[config.mk]
export PLATFORM = sky130hd
export DESIGN_NAME = vga_timing_gen
export DESIGN_NICKNAME = d
export VERILOG_FILES = /design/src/rtl/vga_timing_gen.sv
export SDC_FILE = /design/constraint.sdc
export NUM_CORES = 1
export LEC_CHECK = 0
export BUFFER_PORTS_ARGS = -buffer_cell sky130_fd_sc_hd__buf_2
export CAP_MARGIN = 10
export CELL_PAD_IN_SITES_DETAIL_PLACEMENT = 0
export CELL_PAD_IN_SITES_GLOBAL_PLACEMENT = 1
export CORE_MARGIN = 8
export CORE_UTILIZATION = 40
export DETAILED_ROUTE_END_ITERATION = 6
export GPL_TIMING_DRIVEN = 0
export PLACE_DENSITY_LB_ADDON = 0.1
export SLEW_MARGIN = 20
export SYNTH_ARGS = -nofsm -noshare
export SYNTH_HDL_FRONTEND = slang
export SYNTH_SLANG_ARGS = --single-unit
[constraint.sdc]
create_clock -name clk -period 2.4 [get_ports clk]
set_input_delay 0.24 -clock clk [delete_from_list [all_inputs] [get_ports clk]]
set_output_delay 0.24 -clock clk [all_outputs]
set_load 0.01 [all_outputs]
[src/rtl/vga_timing_gen.sv]
// Raster timing source: pixel counters, delayed sync/blanking aligned to the
// frame-buffer latency, line/frame strobes and a free-running frame counter.
module vga_timing_gen #(
  parameter int H_ACTIVE    = 640,
  parameter int H_FP        = 16,
  parameter int H_SYNC      = 96,
  parameter int H_BP        = 48,
  parameter int V_ACTIVE    = 480,
  parameter int V_FP        = 10,
  parameter int V_SYNC      = 2,
  parameter int V_BP        = 33,
  parameter bit SYNC_ACTIVE = 1'b0,
  parameter int PIPE_DELAY  = 2
) (
  input  logic       clk,
  input  logic       reset,
  input  logic       pixel_tick,
  input  logic       colour,
  output logic [9:0] counter_H,
  output logic [9:0] counter_V,
  output logic       hsync,
  output logic       vsync,
  output logic       display_on,
  output logic       pixel_out,
  output logic       line_start,
  output logic       frame_start,
  output logic [7:0] frame_count
);

  localparam int H_TOTAL = H_ACTIVE + H_FP + H_SYNC + H_BP;
  localparam int V_TOTAL = V_ACTIVE + V_FP + V_SYNC + V_BP;
  // With no tick delay the delay line collapses to one register clocked every cycle.
  localparam int DEPTH   = (PIPE_DELAY == 0) ? 1 : PIPE_DELAY;

  localparam logic [9:0] H_LAST   = 10'(H_TOTAL - 1);
  localparam logic [9:0] V_LAST   = 10'(V_TOTAL - 1);
  localparam logic [9:0] HS_BEGIN = 10'(H_ACTIVE + H_FP);
  localparam logic [9:0] HS_END   = 10'(H_ACTIVE + H_FP + H_SYNC - 1);
  localparam logic [9:0] VS_BEGIN = 10'(V_ACTIVE + V_FP);
  localparam logic [9:0] VS_END   = 10'(V_ACTIVE + V_FP + V_SYNC - 1);
  localparam logic [9:0] H_VIS    = 10'(H_ACTIVE);
  localparam logic [9:0] V_VIS    = 10'(V_ACTIVE);

  if (H_TOTAL > 1024 || V_TOTAL > 1024) begin : g_bad_totals
    $error("vga_timing_gen: H_TOTAL/V_TOTAL exceed the 10-bit counters");
  end
  if (PIPE_DELAY < 0 || PIPE_DELAY > 7) begin : g_bad_delay
    $error("vga_timing_gen: PIPE_DELAY must be 0..7");
  end

  logic h_last;
  logic v_last;
  assign h_last = (counter_H == H_LAST);
  assign v_last = (counter_V == V_LAST);

  // NOTE: sequential state uses non-blocking assignments so every register
  // samples pre-edge values regardless of statement order.
  always_ff @(posedge clk or posedge reset) begin
    if (reset) begin
      counter_H   <= '0;
      counter_V   <= '0;
      frame_count <= '0;
      line_start  <= 1'b0;
      frame_start <= 1'b0;
    end else begin
      line_start  <= 1'b0;
      frame_start <= 1'b0;
      if (pixel_tick) begin
        if (h_last) begin
          counter_H  <= '0;
          line_start <= 1'b1;
          if (v_last) begin
            counter_V   <= '0;
            frame_start <= 1'b1;
            frame_count <= frame_count + 8'd1;
          end else begin
            counter_V <= counter_V + 10'd1;
          end
        end else begin
          counter_H <= counter_H + 10'd1;
        end
      end
    end
  end

  logic       hs_raw;
  logic       vs_raw;
  logic       de_raw;
  logic [2:0] raw_bus;
  assign hs_raw  = (counter_H >= HS_BEGIN) && (counter_H <= HS_END);
  assign vs_raw  = (counter_V >= VS_BEGIN) && (counter_V <= VS_END);
  assign de_raw  = (counter_H < H_VIS) && (counter_V < V_VIS);
  assign raw_bus = {hs_raw, vs_raw, de_raw};

  // Each stage is a {hs, vs, de} triplet; the top triplet drives the outputs.
  logic [3*DEPTH-1:0] pipe_q;
  logic [3*DEPTH-1:0] pipe_d;
  logic               shift_en;
  logic               de_load;

  if (DEPTH == 1) begin : g_single
    assign pipe_d = raw_bus;
  end else begin : g_multi
    assign pipe_d = {pipe_q[3*DEPTH-4:0], raw_bus};
  end

  assign shift_en = (PIPE_DELAY == 0) | pixel_tick;
  // pixel_out uses the de value entering the top stage so it stays aligned with display_on.
  assign de_load  = pipe_d[3*DEPTH-3];

  always_ff @(posedge clk or posedge reset) begin
    if (reset) begin
      pipe_q    <= '0;
      pixel_out <= 1'b0;
    end else if (shift_en) begin
      pipe_q    <= pipe_d;
      pixel_out <= colour & de_load;
    end
  end

  assign hsync      = pipe_q[3*DEPTH-1] ? SYNC_ACTIVE : ~SYNC_ACTIVE;
  assign vsync      = pipe_q[3*DEPTH-2] ? SYNC_ACTIVE : ~SYNC_ACTIVE;
  assign display_on = pipe_q[3*DEPTH-3];

endmodule

==> impl_results.md, run 1 <==
* First-pass GRT wire length at just over 7 mm
* Core ar. at 4384 um2
* RSZ-0062 raised after global routing: no
* Layout cells sized above 1 at ~27%
* Worst path slowest cell: dfrtp_1
* Final setup fails at 0
* Port Buffers at 37
* Yosys reg bits at 37
* DR DRC count at 0
* Fmax at 504.1 MHz
* Setup ws final at 0.4163 ns
* Clock sinks at 37
* RePlAce Congestion at a little under 0.8
* FF+latch area at ~930 um2
* Initial core utilization at 41.50%
* Leakage power at 1.125 nW
* Top FF cell, synth: dfrtp_1
* Global route overflow at 0
* Int Pwr at 0.0009722 W
* Fin Setup TNS at 0 ns
* Fin. Hold Viols at 0
* Worst Hold End: pixel_out$_DFFE_PP0P_
* Die Ht at 83.44 um
* Filler Cell Count at 430
* VDD IR max at 0.0002449 V
* NumNets Final at 229
* Area growth from synthesis to layout at 19.46%
* Register area share after synthesis at between 50% and 60%
* Slew Limit Fails at 0
* Total CTS buffers at 5
* Post-CTS setup buffer count at 0
* Sw Share at about 30%
* Number of global-route vias before repair at between 1000 and 1500
* Post-DR vias/cell at 5.337
* Critical Path AT at 2.15 ns
* Die X at 83.44 um
* Slew headroom at roughly 70%
* GRT Util Overall at 12.17%
* Netlist cell types at 38
* Critical Setup Path Class: flip-flop to flip-flop
* DR WL/cell at 15.30 um
* Critical Path Source Type: flip-flop
* CP endpoint kind: flip-flop
* Hold depth at 3
* Std-Cell Rows at 24
* Post-CTS sizing at 0
* Crit share post-route at 82.66%
* Status: finished clean
* Post-synth ARST share at 100.0%
* WL final at 4.131 mm
* Setup slack, reg-to-reg at 0.42 ns
* Delay of the slowest cell on the worst path at around 0.44 ns
* Area of the multi-input gates at 812.0 um2
* Comb pwr share at 17.1%
* DR vias at 1441
* CTS root buf: clkbuf_8
* Clk pin slew, worst setup/hold paths at roughly 0.07 ns
* Initial antenna violation count at 0
* Die area at between 6000 and 7000 um2
* CP max FO at 8
* Final Util at 49.57%
* Hold Crit Start: colour
* Clk_lat worst skew at roughly 0.28 ns
* Final antenna-violating net count at 0
* Minimum clock period at slightly below 2 ns
* Synth Warn # at 0
* Clock network fraction of total power at 28.3%
* Least-Margin Pin Slew at 0.4524 ns
* Largest net degree at the start of global routing at 26
* Clock Skew at ~0.0041 ns
* Clock Path Buffers at 2
* Pre-CTS WS at roughly 0.40 ns
* Dpl hpwl at slightly above 3 mm
* Syn Inst Count at 173
* PwrDens at 638.2 nW/um2
* Crit path cell chain: inv_1 > ha_1 > and4bb_2 > nand3_2 > nor2_1 > mux2_2
* Mean Syn Cell Area at between 10 and 15 um2
* Max Cap Viol at 0
* Min-delay worst type: primary input to flip-flop
* DR pass1 iterations at 6
* Reg2Reg Depth at 6
* NetSw at 0.0004148 W
* Reg2reg start: counter_V[0]$_DFFE_PP0P_
* Sequential share of power at 54.5%
* Synthesized area at ~1800 um2
* Worst endpoint required time at between 2 and 3 ns
* FF-to-FF End: frame_count[1]$_DFFE_PP0P_
* H-Tree Depth at 2
* Iter 0 DRT Violations at 68
* Boundary pin count at 38
* Ant. Diodes at 0
* CTS tree: yes
* Post-synthesis net count at 183
* Number of synthesized flops with an enable pin at 0
## timing repair
item                                   4_1_cts  5_1_grt
hold buffers                                 1        0
endpoints found under the hold margin       12        0
setup endpoints to repair                    0        0
## worst max path at each step
stage	startpoint	end	depth (start not counted)
5_1_grt	counter_V[0]$_DFFE_PP0P_	frame_count[1]$_DFFE_PP0P_	6
2_1_floorplan	counter_V[0]$_DFFE_PP0P_	frame_count[1]$_DFFE_PP0P_	6
3_5_place_dp	counter_V[0]$_DFFE_PP0P_	frame_count[1]$_DFFE_PP0P_	6
4_1_cts	counter_V[0]$_DFFE_PP0P_	frame_count[1]$_DFFE_PP0P_	6
6_report	counter_V[0]$_DFFE_PP0P_	frame_count[1]$_DFFE_PP0P_	6
3_3_place_gp	counter_V[0]$_DFFE_PP0P_	frame_count[1]$_DFFE_PP0P_	6
## power by group through the flow
stage / Sequential, W / Combinational (W) / Clock (W)
floorplan: 0.000776 / 0.000128 / 0
global placement: 0.000764 / 0.000230 / 0
detailed placement: 0.000766 / 0.000239 / 0
CTS: 0.000753 / 0.000242 / 0.000410
global route: 0.000771 / 0.000269 / 0.000438
finish: 0.000757 / 0.000238 / 0.000393
## flip-flops by register name, summed over array words and instances, names as in the netlist
register / count
counter_H: 10
counter_V: 10
frame_count: 8
pipe_q: 6
frame_start: 1
line_start: 1
pixel_out: 1
## critical path, delay by kind of cell, from the launching register on
kind | cells | cell delay, ns
muxes | 1 | 0.36
adders and majority gates | 1 | 0.16
and+or+nand+nor | 3 | 0.76
DFF | 1 | 0.44
buffers and inverters | 1 | 0.14
## Yosys cell counts, drive strengths merged (2+ instances only)
library cell  count  area (um2)
dfrtp            37       925.9
buf               3       20.01
nor3              6       35.03
nand2             9       33.78
and2              2       12.51
clkbuf            2       8.750
mux2              3       33.78
nor2              9       33.78
inv              14       52.55
o21ai            15       75.07
and4bb            2       25.02
and3              5       31.28
xor2             10       87.58
nand4            10       62.56
xnor2             8       70.07
nand4b            2       32.53
nand3            15       80.08
ha                6       75.07
nor4              4       46.29
a31oi             2       12.51
## stage by stage
stage / instance area, um2 / total power, W / hold slack [ns] / std cells
2_1_floorplan: 1819 / 0.0009037 / 0.3901 / 173
3_5_place_dp: 2090 / 0.001005 / 0.2125 / 263
3_3_place_gp: 2069 / 0.0009934 / 0.4551 / 262
4_1_cts: 2173 / 0.001406 / 0.1956 / 270
6_report: 2173 / 0.001387 / 0.2018 / 270
5_1_grt: 2173 / 0.001478 / 0.2075 / 270
## kinds of logic (layout without fill, tap and decap cells)
kind of cell	Yosys count	in the layout	share of synthesized area (%)
compound gates	23	23	7.222
xor+xnor	18	18	8.666
fa+ha+maj	6	6	4.126
buf+inv	19	64	4.469
flops	37	37	50.89
mux	3	3	1.857
simple gates	67	67	22.76
## cell type report
class | count | share of cell area, %
well taps | 52 | 2.994
plain buffers | 5 | 1.324
inverters | 14 | 2.418
clock inverters | 1 | 0.2303
clock buffers | 5 | 3.166
flip-flops and latches | 37 | 42.60
repair buffers | 39 | 9.902
multi-input cells | 117 | 37.36
## metal layers
layer / track usage (%) / wire [um] / share of wire [%]
met5: 0 / 0 / 0
met4: 3.297 / 24 / 0.58
met3: 4.395 / 221 / 5.3
met2: 19.09 / 1969 / 48
met1: 15.34 / 1915 / 46
## cells in the final DEF (no fill, tap or decap), drive strengths merged, types with 2 or more instances in the layout
master / instances
buf: 41
dfrtp: 37
o21ai: 15
nand3: 15
inv: 14
nand4: 10
xor2: 10
nor2: 9
nand2: 9
xnor2: 8
clkbuf: 7
ha: 6
nor3: 6
and3: 5
nor4: 4
mux2: 3
and4bb: 2
and2: 2
a31oi: 2
nand4b: 2
(Power assumes the default switching activity.)
==> run 2, diff against run 1 <==
--- a/config.mk
+++ b/config.mk
@@ -10,7 +10,7 @@
 export CELL_PAD_IN_SITES_DETAIL_PLACEMENT = 0
 export CELL_PAD_IN_SITES_GLOBAL_PLACEMENT = 1
 export CORE_MARGIN = 8
-export CORE_UTILIZATION = 40
+export CORE_UTILIZATION = 37
 export DETAILED_ROUTE_END_ITERATION = 6
 export GPL_TIMING_DRIVEN = 0
 export PLACE_DENSITY_LB_ADDON = 0.1
==> constraint.sdc (replaced) <==
create_clock -name clk -period 1.75 [get_ports clk]
set_input_delay 0.175 -clock clk [delete_from_list [all_inputs] [get_ports clk]]
set_output_delay 0.175 -clock clk [all_outputs]
set_load 0.01 [all_outputs]
==> run 2 against run 1 <==
Combinational power grew 84%. Clock power grew 96%. First-iteration DRC count shrank 49%. Maximum frequency grew 18%. Sequential cell count is the same. Sequential power grew 35%. Routed wire length grew 6.0%. Non-clock buffer count grew 13.
==> impl_results.md, run 2 (synthesis results as in run 1) <==
* Status: finished clean
* PwrDens at 934.5 nW/um2 (+46%)
* GRT Util Overall at 12.12% (-0.043 points)
* Final antenna-violating net count at 0 (unchanged)
* Dpl cells at 278 (+5.7%)
* Std-Cell Rows at 25 (+4.2%)
* RePlAce Congestion at 0.8094 (+5.4%)
* Worst Hold End: pixel_out$_DFFE_PP0P_
* Min-delay worst type: primary input to flip-flop
* CTS tree: yes
* Dpl hpwl at 3.065 mm (about the same)
* Hold Crit Start: colour
* VDD IR max at 0.0003772 V (+54%)
* Crit path cell chain: inv_1 > ha_1 > and4bb_2 > nand3_4 > nor2_4 > mux2_2
* CTS root buf: clkbuf_8
* Clock Skew at 0.008792 ns (+0.004689 ns)
* Die area at 7417 um2 (+6.5%)
* Minimum clock period at 1.678 ns (-0.3058 ns)
* H-Tree Depth at 2 (unchanged)
* Layout cells sized above 1 at 35.19% (+8.1 points)
* First-pass GRT wire length at 7.141 mm (about the same)
* Commonest non-fill, non-tap cell in the layout: buf_2
* Fmax at 596.0 MHz (+18%)
* Area growth from synthesis to layout at 31.22%
* Iter 0 DRT Violations at 35 (-49%)
* Critical Path AT at 1.85 ns (-0.30 ns)
* Reg2reg start: counter_V[1]$_DFFE_PP0P_
* Fin. Hold Viols at 0 (unchanged)
* Number of global-route vias before repair at 1449 (+1.7%)
* Top Metal Used: met4
* Delay of the slowest cell on the worst path at 0.43 ns (about the same)
* Initial core utilization at 38.52% (-3.0 points)
* Critical Path Source Type: flip-flop
* Final non-filler cell total at 300 (+11%)
* WL met1 at 1.994 mm (+4.1%)
* Clock Path Buffers at 2 (unchanged)
* Leakage power at 1.219 nW (+8.3%)
* Final setup fails at 0 (unchanged)
* Boundary pin count at 38 (unchanged)
* Clock sinks at 37 (unchanged)
* Slew Limit Fails at 0 (unchanged)
* Slew headroom at 70.76% (+0.91 points)
* Routed met2 length at 2.114 mm (+7.4%)
* Post-route cell area at 2387 um2 (+9.8%)
* NumNets Final at 242 (+5.7%)
* Global route overflow at 0 (unchanged)
* Clk pin slew, worst setup/hold paths at 0.08 ns (about the same)
* Crit share post-route at 95.88% (+13 points)
* Commonest cells after routing, fill and taps aside: buf_2, dfrtp_1, o21ai_0
* Ant. Diodes at 0 (unchanged)
* Max Cap Viol at 0 (unchanged)
* Die Ht at 86.12 um (+3.2%)
* DR DRC count at 0 (unchanged)
* Largest net degree at the start of global routing at 31 (+19%)
* DR WL/cell at 14.59 um (-4.6%)
* WL final at 4.377 mm (+6.0%)
* Post-DR vias/cell at 4.903 (-8.1%)
* Port Buffers at 37 (unchanged)
* DR pass1 iterations at 5 (-1)
* Reg2Reg Depth at 6 (unchanged)
* Hold depth at 3 (unchanged)
* Critical Setup Path Class: flip-flop to flip-flop
* Largest registers: counter_H: 10 flops, counter_V: 10 flops, frame_count: 8 flops
* CP endpoint kind: flip-flop
* Setup slack, reg-to-reg at 0.07 ns (-0.34 ns)
* Final Util at 50.54% (+0.97 points)
* Core ar. at 4723 um2 (+7.7%)
* Die X at 86.12 um (+3.2%)
* DR vias at 1471 (+2.1%)
* Worst endpoint required time at 1.92 ns (-0.64 ns)
* Total power at 0.002231 W (+61%)
* Initial antenna violation count at 0 (unchanged)
* Met3 wire length at 219 um (-0.90%)
* FF-to-FF End: frame_count[1]$_DFFE_PP0P_
* Worst path slowest cell: dfrtp_2
* CP max FO at 6 (-2)
* Worst hold slack at 0.1281 ns (-0.07367 ns)
* Area post-placement at 2111 um2 (+1.0%)
* Clk_lat worst skew at 0.29 ns (about the same)
* Least-Margin Pin Slew at 0.4387 ns (-0.01369 ns)
* Total CTS buffers at 5 (unchanged)
## run 2: changes by cell type in the layout (fill, tap and decap cells not counted), sizes merged
cell and change:
clkinv -1, clkbuf +1, bufinv +1, clkinvlp +1, buf +13
## run 2: where the power goes
group / internal (W) / switching, W
Clock: 0.000463 / 0.000309
Sequential: 0.000929 / 0.0000918
Combinational: 0.000208 / 0.000231
Total: 0.00160 / 0.000631
## run 2: through the flow
step                setup TNS, ns  setup WS (ns)
floorplan                       0       0.002550
global placement          -0.3442        -0.1553
finish                          0        0.07210
detailed placement        -0.4144        -0.1668
CTS                             0        0.01861
global route             -0.01980       -0.01811
## run 2: worst max-delay path by stage
stage	from	slack, ns	cells past startpoint	end
after floorplan	counter_V[0]$_DFFE_PP0P_	0.003	6	frame_count[1]$_DFFE_PP0P_
after global placement	counter_V[0]$_DFFE_PP0P_	-0.16	6	frame_count[1]$_DFFE_PP0P_
after detailed placement	counter_V[0]$_DFFE_PP0P_	-0.17	6	frame_count[1]$_DFFE_PP0P_
after CTS	counter_V[1]$_DFFE_PP0P_	0.02	6	frame_count[1]$_DFFE_PP0P_
after global routing	counter_V[1]$_DFFE_PP0P_	-0.02	6	frame_count[1]$_DFFE_PP0P_
final	counter_V[1]$_DFFE_PP0P_	0.07	6	frame_count[1]$_DFFE_PP0P_
## run 2: final cells by class
class | instances | area (um2)
timing repair buffer | 52 | 312.8
clock inverter | 2 | 37.54
multi-input combinational | 117 | 854.6
inverter | 14 | 52.55
clock buffer | 6 | 82.58
fill | 438 | 2336
tap | 67 | 83.83
buffer | 5 | 32.53
sequential | 37 | 930.9
## run 2: worst max-delay path: cells and delay by family, from the launching register on
| family | cells | cell delay (ns) |
|---|---|---|
| adders and majority gates | 1 | 0.14 |
| and+or+nand+nor | 3 | 0.57 |
| buffers and inverters | 1 | 0.08 |
| muxes | 1 | 0.33 |
| DFF | 1 | 0.43 |
## run 2: layer usage
layer,track usage (%),up-vias
li1,-,727
met1,14.89,712
met2,19.17,27
met3,4.202,5
met4,4.140,0
met5,0,-
## run 2: timing repair
action                                 4_1_cts  5_1_grt
pin swaps                                    2        2
setup endpoints to repair                    7        4
hold buffers                                 1        0
endpoints found under the hold margin        7        0
setup buffers                                8        5
gates resized for setup                      9        3
cloned                                       0        0
==> run 3, diff against run 2 <==
--- a/config.mk
+++ b/config.mk
@@ -10,7 +10,8 @@
 export CELL_PAD_IN_SITES_DETAIL_PLACEMENT = 0
 export CELL_PAD_IN_SITES_GLOBAL_PLACEMENT = 1
 export CORE_MARGIN = 8
-export CORE_UTILIZATION = 37
+export CORE_UTILIZATION = 39
+export CTS_BUF_LIST = sky130_fd_sc_hd__clkbuf_2
 export DETAILED_ROUTE_END_ITERATION = 6
 export GPL_TIMING_DRIVEN = 0
 export PLACE_DENSITY_LB_ADDON = 0.1
==> run 3 against run 2 <==
Worst setup slack worse by 0.0063 ns. Hold slack worse by 0.032 ns. Non-clock buffer count is 4 higher. Via count is 4.1% higher. Sequential share of layout area is 0.066 points higher. Routed wire length is 1.5% higher. First-iteration DRC count is 11% lower. Combinational power is 2% higher. Largest cell class unchanged. Largest power group unchanged.
==> impl_results.md, run 3 (synthesis results as in run 1) <==
* Status: finished clean
* Final Util at 52.11% (+1.6 points)
* Iter 0 DRT Violations at 31 (-11%)
* Met2 Use GR at 20.75% (+1.6 points)
* Ant. Diodes at 0 (unchanged)
* Clk_lat worst skew at 0.38 ns (+0.09 ns)
* RSZ-0062 raised after global routing: yes
* Total CTS buffers at 5 (unchanged)
* CTS root buf: clkbuf_2
* VDD IR max at 0.0003748 V (-0.63%)
* Initial core utilization at 39.56% (+1.0 points)
* M3 GR Usage at 4.259% (+0.057 points)
* Max Cap Viol at 0 (unchanged)
* Layout cells sized above 1 at 37.97% (+2.8 points)
* Crit path cell chain: and4bb_2 > nand4b_4 > buf_4 > clkbuf_16 > nor2_1 > xor2_1
* Largest net degree at the start of global routing at 25 (-19%)
* Global route hottest layer: met2
* Boundary pin count at 38 (unchanged)
* Fmax at 593.7 MHz (-0.38%)
* Die X at 84.30 um (-2.1%)
* Min-delay worst type: primary input to flip-flop
* Worst path slowest cell: dfrtp_2
* Critical Path Source Type: flip-flop
* Clock Skew at 0.003977 ns (-0.004815 ns)
* Bufs and invs on worst path at 2 (+1)
* Minimum clock period at 1.684 ns (+0.006346 ns)
* Core ar. at 4598 um2 (-2.6%)
* Clock Path Buffers at 2 (unchanged)
* Reg2reg start: counter_H[6]$_DFFE_PP0P_
* CTS tree: yes
* Area post-placement at 2102 um2 (-0.41%)
* WL final at 4.441 mm (+1.5%)
* Dpl hpwl at 3.077 mm (+0.38%)
* Commonest non-fill, non-tap cell in the layout: buf_2
* CP endpoint kind: flip-flop
* RePlAce Congestion at 0.8251 (+1.9%)
* Post-DR vias/cell at 5.265 (+7.4%)
* Initial antenna violation count at 0 (unchanged)
* FF-to-FF End: counter_V[6]$_DFFE_PP0P_
* Post-route cell area at 2396 um2 (+0.37%)
* Largest registers: counter_H: 10 flops, counter_V: 10 flops, frame_count: 8 flops
* Leakage power at 1.221 nW (+0.17%)
* Slew Limit Fails at 0 (unchanged)
* DR pass1 iterations at 4 (-1)
* Clock sinks at 37 (unchanged)
* Crit share post-route at 96.24% (+0.36 points)
* H-Tree Depth at 2 (unchanged)
* Slew headroom at 68.22% (-2.5 points)
* Reg2Reg Depth at 6 (unchanged)
* DR DRC count at 0 (unchanged)
* Std-Cell Rows at 25 (unchanged)
* Total power at 0.001995 W (-11%)
* Fin. Hold Viols at 0 (unchanged)
* Grt met1 use at 14.69% (-0.20 points)
* Critical Path AT at 2.01 ns (+0.16 ns)
* Least-Margin Pin Slew at 0.4767 ns (+0.03804 ns)
* Critical Path Start: counter_H[6]$_DFFE_PP0P_
* Worst endpoint required time at 2.07 ns (+0.15 ns)
* Critical Setup Path Class: flip-flop to flip-flop
* Delay of the slowest cell on the worst path at 0.45 ns (+0.02 ns)
* Area growth from synthesis to layout at 31.71%
* PwrDens at 832.5 nW/um2 (-11%)
* Commonest cells after routing, fill and taps aside: buf_2, dfrtp_1, o21ai_0, buf_4, nand3_1
* Clk pin slew, worst setup/hold paths at 0.19 ns (+0.11 ns)
* Dpl cells at 265 (-4.7%)
* CP max FO at 6 (unchanged)
* GRT Util Overall at 12.55% (+0.43 points)
* CP endpoint: counter_V[6]$_DFFE_PP0P_
* Final non-filler cell total at 291 (-3.0%)
* DR WL/cell at 15.26 um (+4.6%)
* Number of global-route vias before repair at 1519 (+4.8%)
* Filler Cell Count at 430 (-1.8%)
* Die area at 7106 um2 (-4.2%)
* Port Buffers at 37 (unchanged)
* Critical path depth at 6 (unchanged)
* NumNets Final at 246 (+1.7%)
* Setup slack, reg-to-reg at 0.07 ns (about the same)
* Final setup fails at 0 (unchanged)
* Largest delay contributor family on the critical path: simple AND/OR/NAND/NOR gates
* Die Ht at 84.30 um (-2.1%)
* DR vias at 1532 (+4.1%)
* First-pass GRT wire length at 7.286 mm (+2.0%)
* Final antenna-violating net count at 0 (unchanged)
* Global route overflow at 0 (unchanged)
-- run 3: how the worst min path moves through the flow --
stage	startpoint	endpoint	slack, ns	depth (start not counted)
6_report	pixel_tick	counter_H[2]$_DFFE_PP0P_	0.1	3
5_1_grt	pixel_tick	counter_H[2]$_DFFE_PP0P_	0.11	3
4_1_cts	pixel_tick	counter_H[2]$_DFFE_PP0P_	0.08	3
3_5_place_dp	reset	pipe_q[1]$_DFFE_PP0P_	0.16	2
3_3_place_gp	colour	pixel_out$_DFFE_PP0P_	0.42	3
2_1_floorplan	colour	pixel_out$_DFFE_PP0P_	0.33	2
-- run 3: final cells by class --
class	count	area, um2	share of cell area, %
inverter	14	52.55	2.193
clock inverter	2	33.78	1.410
buffer	5	35.03	1.462
sequential	37	935.9	39.06
multi-input combinational	117	870.8	36.34
clock buffer	6	30.03	1.253
tap	54	67.56	2.820
timing repair buffer	56	370.4	15.46
-- run 3: routing by layer --
layer / part of all wire [%] / vias to the layer above
li1: - / 741
met1: 44 / 758
met2: 49 / 25
met3: 4.1 / 8
met4: 2.1 / 0
met5: 0 / -
-- run 3: repair_timing --
item                                   CTS  global route
setup endpoints to repair               11            11
hold buffers                             2             0
pin swaps                                0             6
gates resized for setup                  8            13
endpoints found under the hold margin   24             0
setup buffers                            5            10
cloned                                   0             1
-- run 3: worst register-to-register path, stage by stage (launching register included) --
cell and delay [ns]:
dfrtp_2 0.45, and4bb_2 0.35, nand4b_4 0.19, buf_4 0.20
clkbuf_16 0.14, nor2_1 0.12, xor2_1 0.17
-- run 3: report_power, final --
part | internal [W] | total [W] | switching (W)
clock | 0.000244 | 0.000533 | 0.000289
sequential | 0.000934 | 0.00102 | 0.0000836
combinational | 0.000209 | 0.000445 | 0.000236
-- run 3: per-stage QoR --
stage          setup slack (ns)  TNS (ns)  hold slack [ns]
6_report                0.06575         0          0.09578
5_1_grt                -0.01827  -0.01827           0.1113
4_1_cts                -0.01921  -0.01921          0.07783
3_5_place_dp            -0.1478   -0.3395           0.1613
3_3_place_gp            -0.1486   -0.3265           0.4161
2_1_floorplan          0.002550         0           0.3251
